`config.mk`:
```
export PLATFORM = sky130hd
export DESIGN_NAME = pong_buttons
export DESIGN_NICKNAME = d
export VERILOG_FILES = /design/src/rtl/pong_buttons.sv
export SDC_FILE = /design/constraint.sdc
export NUM_CORES = 1
export LEC_CHECK = 0
export ABC_AREA = 1
export BUFFER_PORTS_ARGS = -buffer_cell sky130_fd_sc_hd__buf_2
export CAP_MARGIN = 10
export CORE_MARGIN = 2
export CORE_UTILIZATION = 39
export CTS_CLUSTER_DIAMETER = 40
export DETAILED_ROUTE_END_ITERATION = 8
export GPL_TIMING_DRIVEN = 1
export PLACE_DENSITY = 0.55
export SLEW_MARGIN = 20
export SYNTH_ARGS = -nofsm -noshare
export SYNTH_HDL_FRONTEND = slang
export SYNTH_SLANG_ARGS = --single-unit
```
`constraint.sdc`:
```
create_clock -name clk -period 2.5 [get_ports clk]
set_input_delay 0.125 -clock clk [delete_from_list [all_inputs] [get_ports clk]]
set_output_delay 0.125 -clock clk [all_outputs]
set_load 0.01 [all_outputs]
```
`src/rtl/pong_buttons.sv`:
```
// Synchronizes, debounces and edge-detects push-buttons; masked buttons also auto-repeat while held.
// Level and pulses follow a stable raw change by DB_CYCLES+2 edges; no backpressure, all outputs are free-running.
module pong_buttons #(
  parameter int              NBTN       = 5,
  parameter int              DB_CYCLES  = 125000,
  parameter int              CNT_W      = 17,
  parameter int              RPT_DELAY  = 3125000,
  parameter int              RPT_PERIOD = 625000,
  parameter int              RPT_W      = 22,
  parameter logic [NBTN-1:0] RPT_MASK   = 5'b00011
) (
  input  logic            clk,
  input  logic            reset,
  input  logic [NBTN-1:0] btn_raw,
  output logic [NBTN-1:0] btn_level,
  output logic [NBTN-1:0] btn_press,
  output logic [NBTN-1:0] btn_release,
  output logic [NBTN-1:0] btn_repeat
);

  typedef enum logic [1:0] {RPT_IDLE, RPT_WAIT, RPT_REPEAT} rpt_state_t;

  localparam logic [CNT_W-1:0] DB_LAST     = CNT_W'(DB_CYCLES - 1);
  localparam logic [RPT_W-1:0] DELAY_LAST  = RPT_W'(RPT_DELAY - 1);
  localparam logic [RPT_W-1:0] PERIOD_LAST = RPT_W'(RPT_PERIOD - 1);

  genvar i;
  for (i = 0; i < NBTN; i++) begin : g_btn
    logic             s1;
    logic             s2;
    logic             level;
    logic             press;
    logic             rel;
    logic [CNT_W-1:0] dcnt;
    logic             accept;

    // A new level is accepted on the DB_CYCLES-th consecutive disagreeing cycle.
    assign accept = (s2 != level) && (dcnt == DB_LAST);

    always_ff @(posedge clk or negedge reset) begin
      if (!reset) begin
        s1    <= 1'b0;
        s2    <= 1'b0;
        level <= 1'b0;
        press <= 1'b0;
        rel   <= 1'b0;
        dcnt  <= '0;
      end else begin
        s1    <= btn_raw[i];
        s2    <= s1;
        press <= accept & s2;
        rel   <= accept & ~s2;
        if (s2 == level || accept) dcnt <= '0;
        else                       dcnt <= dcnt + CNT_W'(1);
        if (accept) level <= s2;
      end
    end

    assign btn_level[i]   = level;
    assign btn_press[i]   = press;
    assign btn_release[i] = rel;

    if (RPT_MASK[i]) begin : g_rpt
      rpt_state_t       state;
      logic [RPT_W-1:0] rcnt;
      logic             rpt;

      // Keyed off the acceptance event so the first repeat coincides with the press pulse.
      always_ff @(posedge clk or negedge reset) begin
        if (!reset) begin
          state <= RPT_IDLE;
          rcnt  <= '0;
          rpt   <= 1'b0;
        end else begin
          rpt <= 1'b0;
          if (accept && !s2) begin
            state <= RPT_IDLE;
            rcnt  <= '0;
          end else begin
            case (state)
              RPT_IDLE: begin
                rcnt <= '0;
                if (accept && s2) begin
                  rpt   <= 1'b1;
                  state <= RPT_WAIT;
                end
              end
              RPT_WAIT: begin
                if (rcnt == DELAY_LAST) begin
                  rpt   <= 1'b1;
                  rcnt  <= '0;
                  state <= RPT_REPEAT;
                end else begin
                  rcnt <= rcnt + RPT_W'(1);
                end
              end
              RPT_REPEAT: begin
                if (rcnt == PERIOD_LAST) begin
                  rpt  <= 1'b1;
                  rcnt <= '0;
                end else begin
                  rcnt <= rcnt + RPT_W'(1);
                end
              end
              default: begin
                state <= RPT_IDLE;
                rcnt  <= '0;
              end
            endcase
          end
        end
      end

      assign btn_repeat[i] = rpt;
    end else begin : g_norpt
      assign btn_repeat[i] = press;
    end
  end

endmodule
```
==> results by group, run 1 <==
Clock tree
  • Clock-pin slew on the worst setup and hold paths: 0.07 ns
  • H-tree levels: 4
  • Worst-skew pair later-pin latency: 0.43 ns
  • Clock root buffer: clkbuf_16
  • Hold-fix buffers, CTS: 6
  • Clk sinks: 160
  • Setup Fix Bufs, Post-CTS: 0
  • CTS tree: built
  • Total CTS buffers: 17
  • CTS Buffer Depth: 2
  • CTS resizes: 0

Synthesis
  • Most frequent cell after synthesis: nor2_1
  • Syn. warnings: 0
  • Post-synth EDFFs: 0
  • Syn Inst Count: 1073
  • Commonest cells post-synth: 192 x nor2_1, 174 x nand2_1, 160 x dfrtp_1, 144 x inv_1, 71 x nand3_1
  • Syn_nets: 1099
  • Sequential element share of the synthesized area: 0.4649
  • Synth unique cells: 40
  • Average size of a mapped cell: 8.026 um^2
  • Flops & latches, synth: 160
  • Yosys top cell by area: dfrtp_1
  • Top cell type's share of synthesized area: 0.4649
  • Ys async rst share: 1.000
  • Main synth FF type: dfrtp_1
  • Top cells by area, synth: dfrtp_1 46%, nor2_1 8.4%, nand2_1 7.6%
  • Post-Syn Area: 0.008612 mm^2

Layout
  • Layout area overhead: 10.46%
  • Layout cell share with drive strength beyond 1: 0.09910
  • Fillers: 2168
  • Fin nets: 1123
  • Diodes inserted: 0
  • Utilization after layout: 0.4373

Job
  • Max-Cap Viols: 0

Worst setup path
  • Crit path kind: reg2reg
  • CP Data Arrival Time: 2.21 ns
  • CP max FO: 11
  • Crit end category: register
  • Worst setup SP type: register
  • Critical Path RT: 2.85 ns

Routing
  • DRT iter0 DRCs: 346
  • Via-per-instance ratio: 4.790
  • DR WL/cell: 11.85 um
  • Total Wirelength: 16470 um
  • Final antenna-violating net count: 0
  • Total number of vias: 6658
  • Pre-antenna DRT Iters: 5
  • DRC viols: 0

Timing
  • Setup violations, final: 0
  • Worst-margin pin slew: 0.7121 ns
  • Worst Skew: 0.009109 ns
  • Max-slew headroom: 0.5252
  • Post-layout min period: 1.864 ns
  • Max Freq: 0.5364 GHz
  • Final setup TNS: 0 ns
  • Final period util: 0.7457
  • Unrepaired setup endpoints after global routing: false
  • Final hold vios: 0
  • Final Max Tran Viols: 0

Floorplanning
  • Row cnt: 54
  • Core Region: 0.02176 mm^2
  • Die height: 152.6 um
  • Die footprint: 0.02329 mm^2
  • Ports: 27
  • Initial Utilization: 0.3958
  • Die X: 152.6 um

Run status
  • Status: complete, no violations

Global routing
  • Vias in the first global route: 6553
  • First-pass GRT wire length: 30170 um
  • Largest net degree at the start of global routing: 66
  • Total track usage: 0.1544
  • Initial antenna violation count: 0
  • Total gr overflow: 0

Power and ir drop
  • Power Total: 0.005250 W
  • Power density over the cells: 551.9 mW/mm^2
  • Leak pwr: 4.130 nW
  • Max VDD drop: 0.3370 mV

Placed design
  • Post-DP HPWL: 11850 um
  • Final GP Congestion: 0.8448
  • Port-buffer cells: 26

Min path
  • Min-delay worst type: in2async
## worst paths after layout
check,start,depth (start not counted),slack [ns],to
max,g_btn[0].dcnt[0],10,0.64,g_btn[0].dcnt[4]
min,reset,2,0.26,g_btn[4].dcnt[9]
max reg2reg,g_btn[0].dcnt[0],10,0.64,g_btn[0].dcnt[4]
min reg2reg,g_btn[1].s1,0,0.35,g_btn[1].s2
max in group asynchronous,reset,3,1.55,g_btn[1].g_rpt.rcnt[10]
min in group clk,btn_raw[3],2,0.34,g_btn[3].s1
## critical path: stages, from the launching register on
cell and delay, ns:
dfrtp_1 0.39, ha_1 0.23, nand2_1 0.08, clkinv_1 0.11, nand2_1 0.08, nor2_1 0.05, nand2_1 0.09, nand2_1 0.24
inv_1 0.26, o21ai_0 0.12, nor3_1 0.13
## layer usage
metal | GRT usage | part of all wire | vias up
met5 | 0 | 0 | -
met4 | 0.05996 | 0.020 | 0
met3 | 0.02816 | 0.028 | 24
met2 | 0.2411 | 0.45 | 101
met1 | 0.2140 | 0.50 | 3077
li1 | - | - | 3456
## where the power goes
part	total, W	internal (W)	switching [W]
logic	0.000137	0.0000387	0.0000985
clock network	0.00248	0.00139	0.00108
registers	0.00264	0.00262	0.0000186
## placed cells by master, fill, tap and decap left out, drive strengths merged, types with 21 or more instances in the layout
| master | netlist | layout |
|---|---|---|
| nor2 | 220 | 220 |
| nand2 | 183 | 183 |
| dfrtp | 160 | 160 |
| inv | 148 | 148 |
| nand3 | 72 | 72 |
| nor3 | 69 | 69 |
| xor2 | 42 | 42 |
| nand4 | 33 | 33 |
| buf | 29 | 28 |
| o21ai | 21 | 21 |
## sequential cells by signal (all words and copies together), names as in the netlist
register,cells
g_btn.dcnt,85
g_btn.g_rpt.state,4
g_btn.press,5
g_btn.rel,5
g_btn.g_rpt.rcnt,44
g_btn.s2,5
g_btn.g_rpt.rpt,2
g_btn.s1,5
g_btn.level,5
## stage by stage
step	std cells	instance area, um^2	worst slack (ns)	hold WS [ns]
finish	1390	9513	0.6357	0.2572
global route	1390	9513	0.3270	0.3320
CTS	1390	9513	0.6115	0.2817
detailed placement	1352	8894	0.6303	0.1728
global placement	1352	8894	0.6793	0.1655
floorplan	1073	8612	0.9750	-0.1706
## cell type report
type	count	area, um^2	area share
timing repair buffer	34	236.5	0.02486
multi-input combinational	735	3804	0.3998
clock inverter	13	116.4	0.01223
inverter	149	559.3	0.05879
clock buffer	19	442.9	0.04656
tap	280	350.3	0.03683
sequential	160	4004	0.4209
## cell families after synthesis
group                    after synthesis  share of synthesized area
adder cells (fa/ha/maj)               19                    0.02760
buffers and inverters                178                    0.09342
AO/OA/AOI/OAI                         54                    0.03560
XOR/XNOR                              54                    0.05492
AND/OR/NAND/NOR                      608                     0.3236
flip-flops                           160                     0.4649
Note: power is estimated with default switching activity, not from simulation.
==> inputs of run 2 (changes only) <==
- clock period: 2.5 -> 1.83 ns (I/O delays scaled with it)
==> run 2 against run 1 <==
Effect of this change:
- wire length grew 5.4%
- clock power up 46%
- final cell count grew 1.6%
- critical endpoint is now g_btn[1].g_rpt.rcnt[20]
- clock skew is 0.0013 ns lower
- setup slack worse by 0.48 ns
- hold slack lost 0.089 ns
- fmax up 11%
- die area is the same
- register-to-register slack worse by 0.48 ns
- non-clock buffer count up 20
- global-route usage barely moved
- first-iteration DRC count up 5.2%
==> results by group, run 2 (synthesized netlist as in run 1, its figures left out) <==
Run status
  • Status: complete, no violations

Global routing
  • Largest net degree at the start of global routing: 56
  • Total track usage: 0.1547
  • Total gr overflow: 0
  • Vias in the first global route: 6627
  • First-pass GRT wire length: 30360 um
  • Initial antenna violation count: 0

Timing
  • Max Freq: 0.5970 GHz
  • Worst Skew: 0.007805 ns
  • Final hold vios: 0
  • Final setup TNS: 0 ns
  • Worst-margin pin slew: 0.4739 ns
  • Unrepaired setup endpoints after global routing: false
  • Final Max Tran Viols: 0
  • Setup violations, final: 0
  • Final period util: 0.9153
  • Max-slew headroom: 0.6829
  • Worst hold slack: 0.1679 ns
  • Post-layout min period: 1.675 ns

Worst setup path
  • Critical Path RT: 2.15 ns
  • CP Data Arrival Time: 1.99 ns
  • Crit path launch: g_btn[1].g_rpt.rcnt[0]
  • CP max FO: 4
  • Crit path kind: reg2reg
  • Crit end category: register
  • Worst setup SP type: register
  • Critical R2R Launch: g_btn[1].g_rpt.rcnt[0]

Power and ir drop
  • Switching Fraction: 0.2121
  • Reg power frac: 0.486
  • Clock power frac: 0.487
  • P_sw: 0.001573 W
  • Power density over the cells: 756.4 mW/mm^2
  • Comb power frac: 0.027
  • Int Power: 0.005843 W
  • Leak pwr: 4.283 nW
  • Max VDD drop: 0.5363 mV

Job
  • Max-Cap Viols: 0

Floorplanning
  • Die height: 152.6 um
  • Ports: 27
  • Die footprint: 0.02329 mm^2
  • Die X: 152.6 um
  • Core Region: 0.02176 mm^2
  • Initial Utilization: 0.3958
  • Row cnt: 54

Layout
  • Reg with most FFs: g_btn.dcnt
  • Diodes inserted: 0
  • Layout area overhead: 13.83%
  • Fillers: 2174
  • Max FFs per register: 85
  • Commonest non-fill, non-tap cells in the layout: 187 x nor2_1, 173 x nand2_1, 160 x dfrtp_1
  • Layout cell share with drive strength beyond 1: 0.1263
  • Commonest non-fill, non-tap cell in the layout: nor2_1
  • Top Registers: g_btn.dcnt x85, g_btn.g_rpt.rcnt x44
  • Fin nets: 1146

Routing
  • Total Wirelength: 17360 um
  • Via-per-instance ratio: 4.795
  • DRC viols: 0
  • Final antenna-violating net count: 0
  • Total number of vias: 6771
  • Pre-antenna DRT Iters: 4
  • DR WL/cell: 12.29 um
  • DRT iter0 DRCs: 364

Clock tree
  • Clock-pin slew on the worst setup and hold paths: 0.06 ns
  • H-tree levels: 4
  • CTS tree: built
  • Clk sinks: 160
  • Clock root buffer: clkbuf_16
  • Total CTS buffers: 17
  • CTS Buffer Depth: 2
  • Worst-skew pair later-pin latency: 0.43 ns

Min path
  • Min-delay worst type: in2async

Placed design
  • Port-buffer cells: 26
  • Final GP Congestion: 0.8416
  • Post-DP HPWL: 12390 um
run 2: changes by cell type in the layout (fill, tap and decap cells not counted), moves of 2 or more:
cell and delta:
nor2_1 -5, bufinv_16 +2, clkinv_4 -4, inv_1 -2
buf_4 +19, nand2_4 +3, nor2_2 +5
run 2: routing by layer:
metal / track usage / share of wire / wire [um] / vias up
met5: 0 / 0 / 0 / -
met4: 0.04982 / 0.014 / 250 / 0
met3: 0.03043 / 0.027 / 465 / 20
met2: 0.2443 / 0.46 / 7913 / 89
met1: 0.2148 / 0.50 / 8728 / 3147
li1: - / - / - / 3515
run 2: timing repair:
item | CTS | global route
endpoints found under the hold margin | 49 | 0
endpoints found under the setup margin | 0 | 59
buffers inserted | 0 | 2
hold buffers | 6 | 0
gates resized for setup | 0 | 17
run 2: critical path, cell delays in order (launching register included):
cell	delay (ns)
dfrtp_1	0.40
ha_1	0.20
nand2_1	0.06
nor2_1	0.17
nand3b_1	0.22
nor3b_2	0.25
xor2_1	0.20
nor2_2	0.05
run 2: layout make-up:
type / count / area [um^2] / area share
clock buffers: 21 / 460.4 / 0.04697
clock inverters: 10 / 136.4 / 0.01391
repair buffers: 54 / 399.1 / 0.04071
well taps: 280 / 350.3 / 0.03574
inverters: 149 / 561.8 / 0.05731
multi-input cells: 738 / 3891 / 0.3969
flip-flops and latches: 160 / 4004 / 0.4084
run 2: path summary, 6_finish.rpt:
check,depth (start not counted),slack [ns],to
setup / recovery,7,0.16,g_btn[1].g_rpt.rcnt[20]
hold / removal,2,0.17,g_btn[4].dcnt[2]
setup reg to reg,7,0.16,g_btn[1].g_rpt.rcnt[20]
hold reg to reg,0,0.35,g_btn[3].s2
max in group asynchronous,3,1.00,g_btn[1].dcnt[3]
min in group clk,2,0.31,g_btn[2].s1
run 2: per-stage QoR:
step,cells,area [um^2],power [W],worst slack [ns],utilization
floorplan,1073,8612,0.003743,0.3050,-
global placement,1370,9041,0.003860,0.08795,0.4156
detailed placement,1370,9041,0.003863,0.05716,0.4156
CTS,1407,9698,0.007523,0.05080,0.4458
global route,1412,9803,0.007718,0.005600,0.4506
finish,1412,9803,0.007415,0.1550,0.4506
run 2: power by group through the flow:
stage / clock network (W) / logic (W) / registers (W)
after global placement: 0 / 0.000196 / 0.00366
after detailed placement: 0 / 0.000196 / 0.00367
after floorplan: 0 / 0.0000826 / 0.00366
final: 0.00361 / 0.000203 / 0.00360
after CTS: 0.00372 / 0.000207 / 0.00360
after global routing: 0.00388 / 0.000241 / 0.00360
==> inputs of run 3 (changes only) <==
- MAX_ROUTING_LAYER: not set -> met4
==> run 3 against run 2 <==
Effect of this change:
- critical path depth unchanged
- wire length up 0.19%
- sequential cell count unchanged
- final cell count unchanged
- global-route usage up 0.46 points
- clock skew about the same
- first-iteration DRC count up 1.4%
- register-to-register slack about the same
- sequential share of layout area about the same
- utilization about the same
- critical endpoint unchanged
==> results by group, run 3 (synthesized netlist as in run 1, its figures left out) <==
Run status
  • Status: complete, no violations

Timing
  • Worst Skew: 0.007582 ns
  • Setup violations, final: 0
  • Post-layout min period: 1.673 ns
  • Final period util: 0.9141
  • PnR worst setup slack: 0.1572 ns
  • Final Max Tran Viols: 0
  • Max Freq: 0.5978 GHz
  • Worst-margin pin slew: 0.4739 ns
  • Max-slew headroom: 0.6829
  • Final hold vios: 0
  • Worst hold slack: 0.1684 ns

Worst setup path
  • CP Data Arrival Time: 1.99 ns
  • CP max FO: 4
  • Critical path's slowest cell: dfrtp_1
  • CP top delay family: simple AND/OR/NAND/NOR gates
  • Critical Path RT: 2.15 ns
  • Crit end category: register
  • Crit path kind: reg2reg
  • Worst setup SP type: register
  • Worst path max stage delay: 0.40 ns
  • CP cell instances: ha_1 -> nand2_1 -> nor2_1 -> nand3b_1 -> nor3b_2 -> xor2_1 -> nor2_2
  • Buf/Inv on CP: 0

Layout
  • Commonest non-fill, non-tap cell in the layout: nor2_1
  • Commonest non-fill, non-tap cells in the layout: 187 x nor2_1, 173 x nand2_1, 160 x dfrtp_1
  • Top Registers: g_btn.dcnt x85, g_btn.g_rpt.rcnt x44
  • Layout area overhead: 13.74%
  • Layout Cells excl Fill: 1412
  • Max FFs per register: 85
  • Reg with most FFs: g_btn.dcnt
  • Fin nets: 1146
  • Post-route design area: 0.009796 mm^2
  • Utilization after layout: 0.4503
  • Fillers: 2170
  • Diodes inserted: 0
  • Layout cell share with drive strength beyond 1: 0.1263

Min path
  • Min-delay worst type: in2async

Global routing
  • Largest net degree at the start of global routing: 56
  • Initial antenna violation count: 0
  • First-pass GRT wire length: 30380 um
  • Total gr overflow: 0
  • Total track usage: 0.1593
  • Vias in the first global route: 6622

Power and ir drop
  • Leak pwr: 4.282 nW
  • Max VDD drop: 0.5347 mV
  • Power density over the cells: 757.2 mW/mm^2

Floorplanning
  • Die X: 152.6 um
  • Die height: 152.6 um
  • Initial Utilization: 0.3958
  • Core Region: 0.02176 mm^2
  • Die footprint: 0.02329 mm^2
  • Ports: 27
  • Row cnt: 54

Routing
  • Total number of vias: 6811
  • Final antenna-violating net count: 0
  • Via-per-instance ratio: 4.824
  • Pre-antenna DRT Iters: 5
  • Total Wirelength: 17390 um
  • DRT iter0 DRCs: 369
  • DR WL/cell: 12.32 um
  • DRC viols: 0

Clock tree
  • Clock root buffer: clkbuf_16
  • H-tree levels: 4
  • Total CTS buffers: 17
  • CTS tree: built
  • Clk sinks: 160
  • CTS Buffer Depth: 2
  • Worst-skew pair later-pin latency: 0.42 ns
  • Clock-pin slew on the worst setup and hold paths: 0.06 ns

Job
  • Max-Cap Viols: 0

Placed design
  • Dpl cells: 1370
  • Final GP Congestion: 0.8548
  • Post-DP Area: 0.009041 mm^2
  • Pre-CTS setup slack: 0.05716 ns
  • Post-DP HPWL: 12390 um
  • Port-buffer cells: 26
-- run 3: changes by cell type in the layout (fill, tap and decap cells not counted) --
cell / change
nand2_2: +1
inv_4: -1
inv_2: +1
nand2_4: -1
-- run 3: area by class of cell --
type,count,area [um^2],area share
inverters,149,559.3,0.05710
flip-flops and latches,160,4004,0.4087
clock buffers,21,460.4,0.04700
multi-input cells,738,3886,0.3967
repair buffers,54,399.1,0.04075
well taps,280,350.3,0.03576
clock inverters,10,136.4,0.01392
-- run 3: final timing paths --
| kind | startpoint | endpoint | slack (ns) | depth (start not counted) |
|---|---|---|---|---|
| min in group clk | btn_raw[2] | g_btn[2].s1 | 0.31 | 2 |
| setup reg to reg | g_btn[1].g_rpt.rcnt[0] | g_btn[1].g_rpt.rcnt[20] | 0.16 | 7 |
| max in group asynchronous | reset | g_btn[1].dcnt[3] | 1.00 | 3 |
| hold / removal | reset | g_btn[4].dcnt[2] | 0.17 | 2 |
| hold reg to reg | g_btn[3].s1 | g_btn[3].s2 | 0.35 | 0 |
| setup / recovery | g_btn[1].g_rpt.rcnt[0] | g_btn[1].g_rpt.rcnt[20] | 0.16 | 7 |
-- run 3: metrics by stage --
| stage | power, W | TNS (ns) |
|---|---|---|
| finish | 0.007417 | 0 |
| global route | 0.007717 | -0.002199 |
| CTS | 0.007523 | 0 |
| detailed placement | 0.003863 | 0 |
| global placement | 0.003860 | 0 |
| floorplan | 0.003743 | 0 |
-- run 3: worst register-to-register path, cell delays in order, from the launching register on --
cell and delay [ns]:
dfrtp_1 0.40, ha_1 0.20, nand2_1 0.06, nor2_1 0.17, nand3b_1 0.22, nor3b_2 0.25
xor2_1 0.20, nor2_2 0.05
-- run 3: power breakdown --
part	switching, W	total (W)	leakage [nW]	internal, W
Sequential	0.0000253	0.00360	2.20	0.00358
Clock	0.00141	0.00361	0.285	0.00220
Combinational	0.000140	0.000203	1.80	0.0000633
Total	0.00157	0.00742	4.28	0.00584
-- run 3: repair_timing --
item | 4_1_cts | 5_1_grt
endpoints found under the hold margin | 49 | 0
setup endpoints to repair | 0 | 59
gates resized for setup | 0 | 15
hold buffers | 6 | 0
setup buffers | 0 | 2
-- run 3: per-layer routing --
metal  vias to the layer above  GRT usage  part of all wire
li1                       3514          -                 -
met2                        94     0.2441              0.46
met1                      3181     0.2152              0.50
met5                         -          -                 0
met3                        22    0.02986             0.027
met4                         0    0.04982             0.016
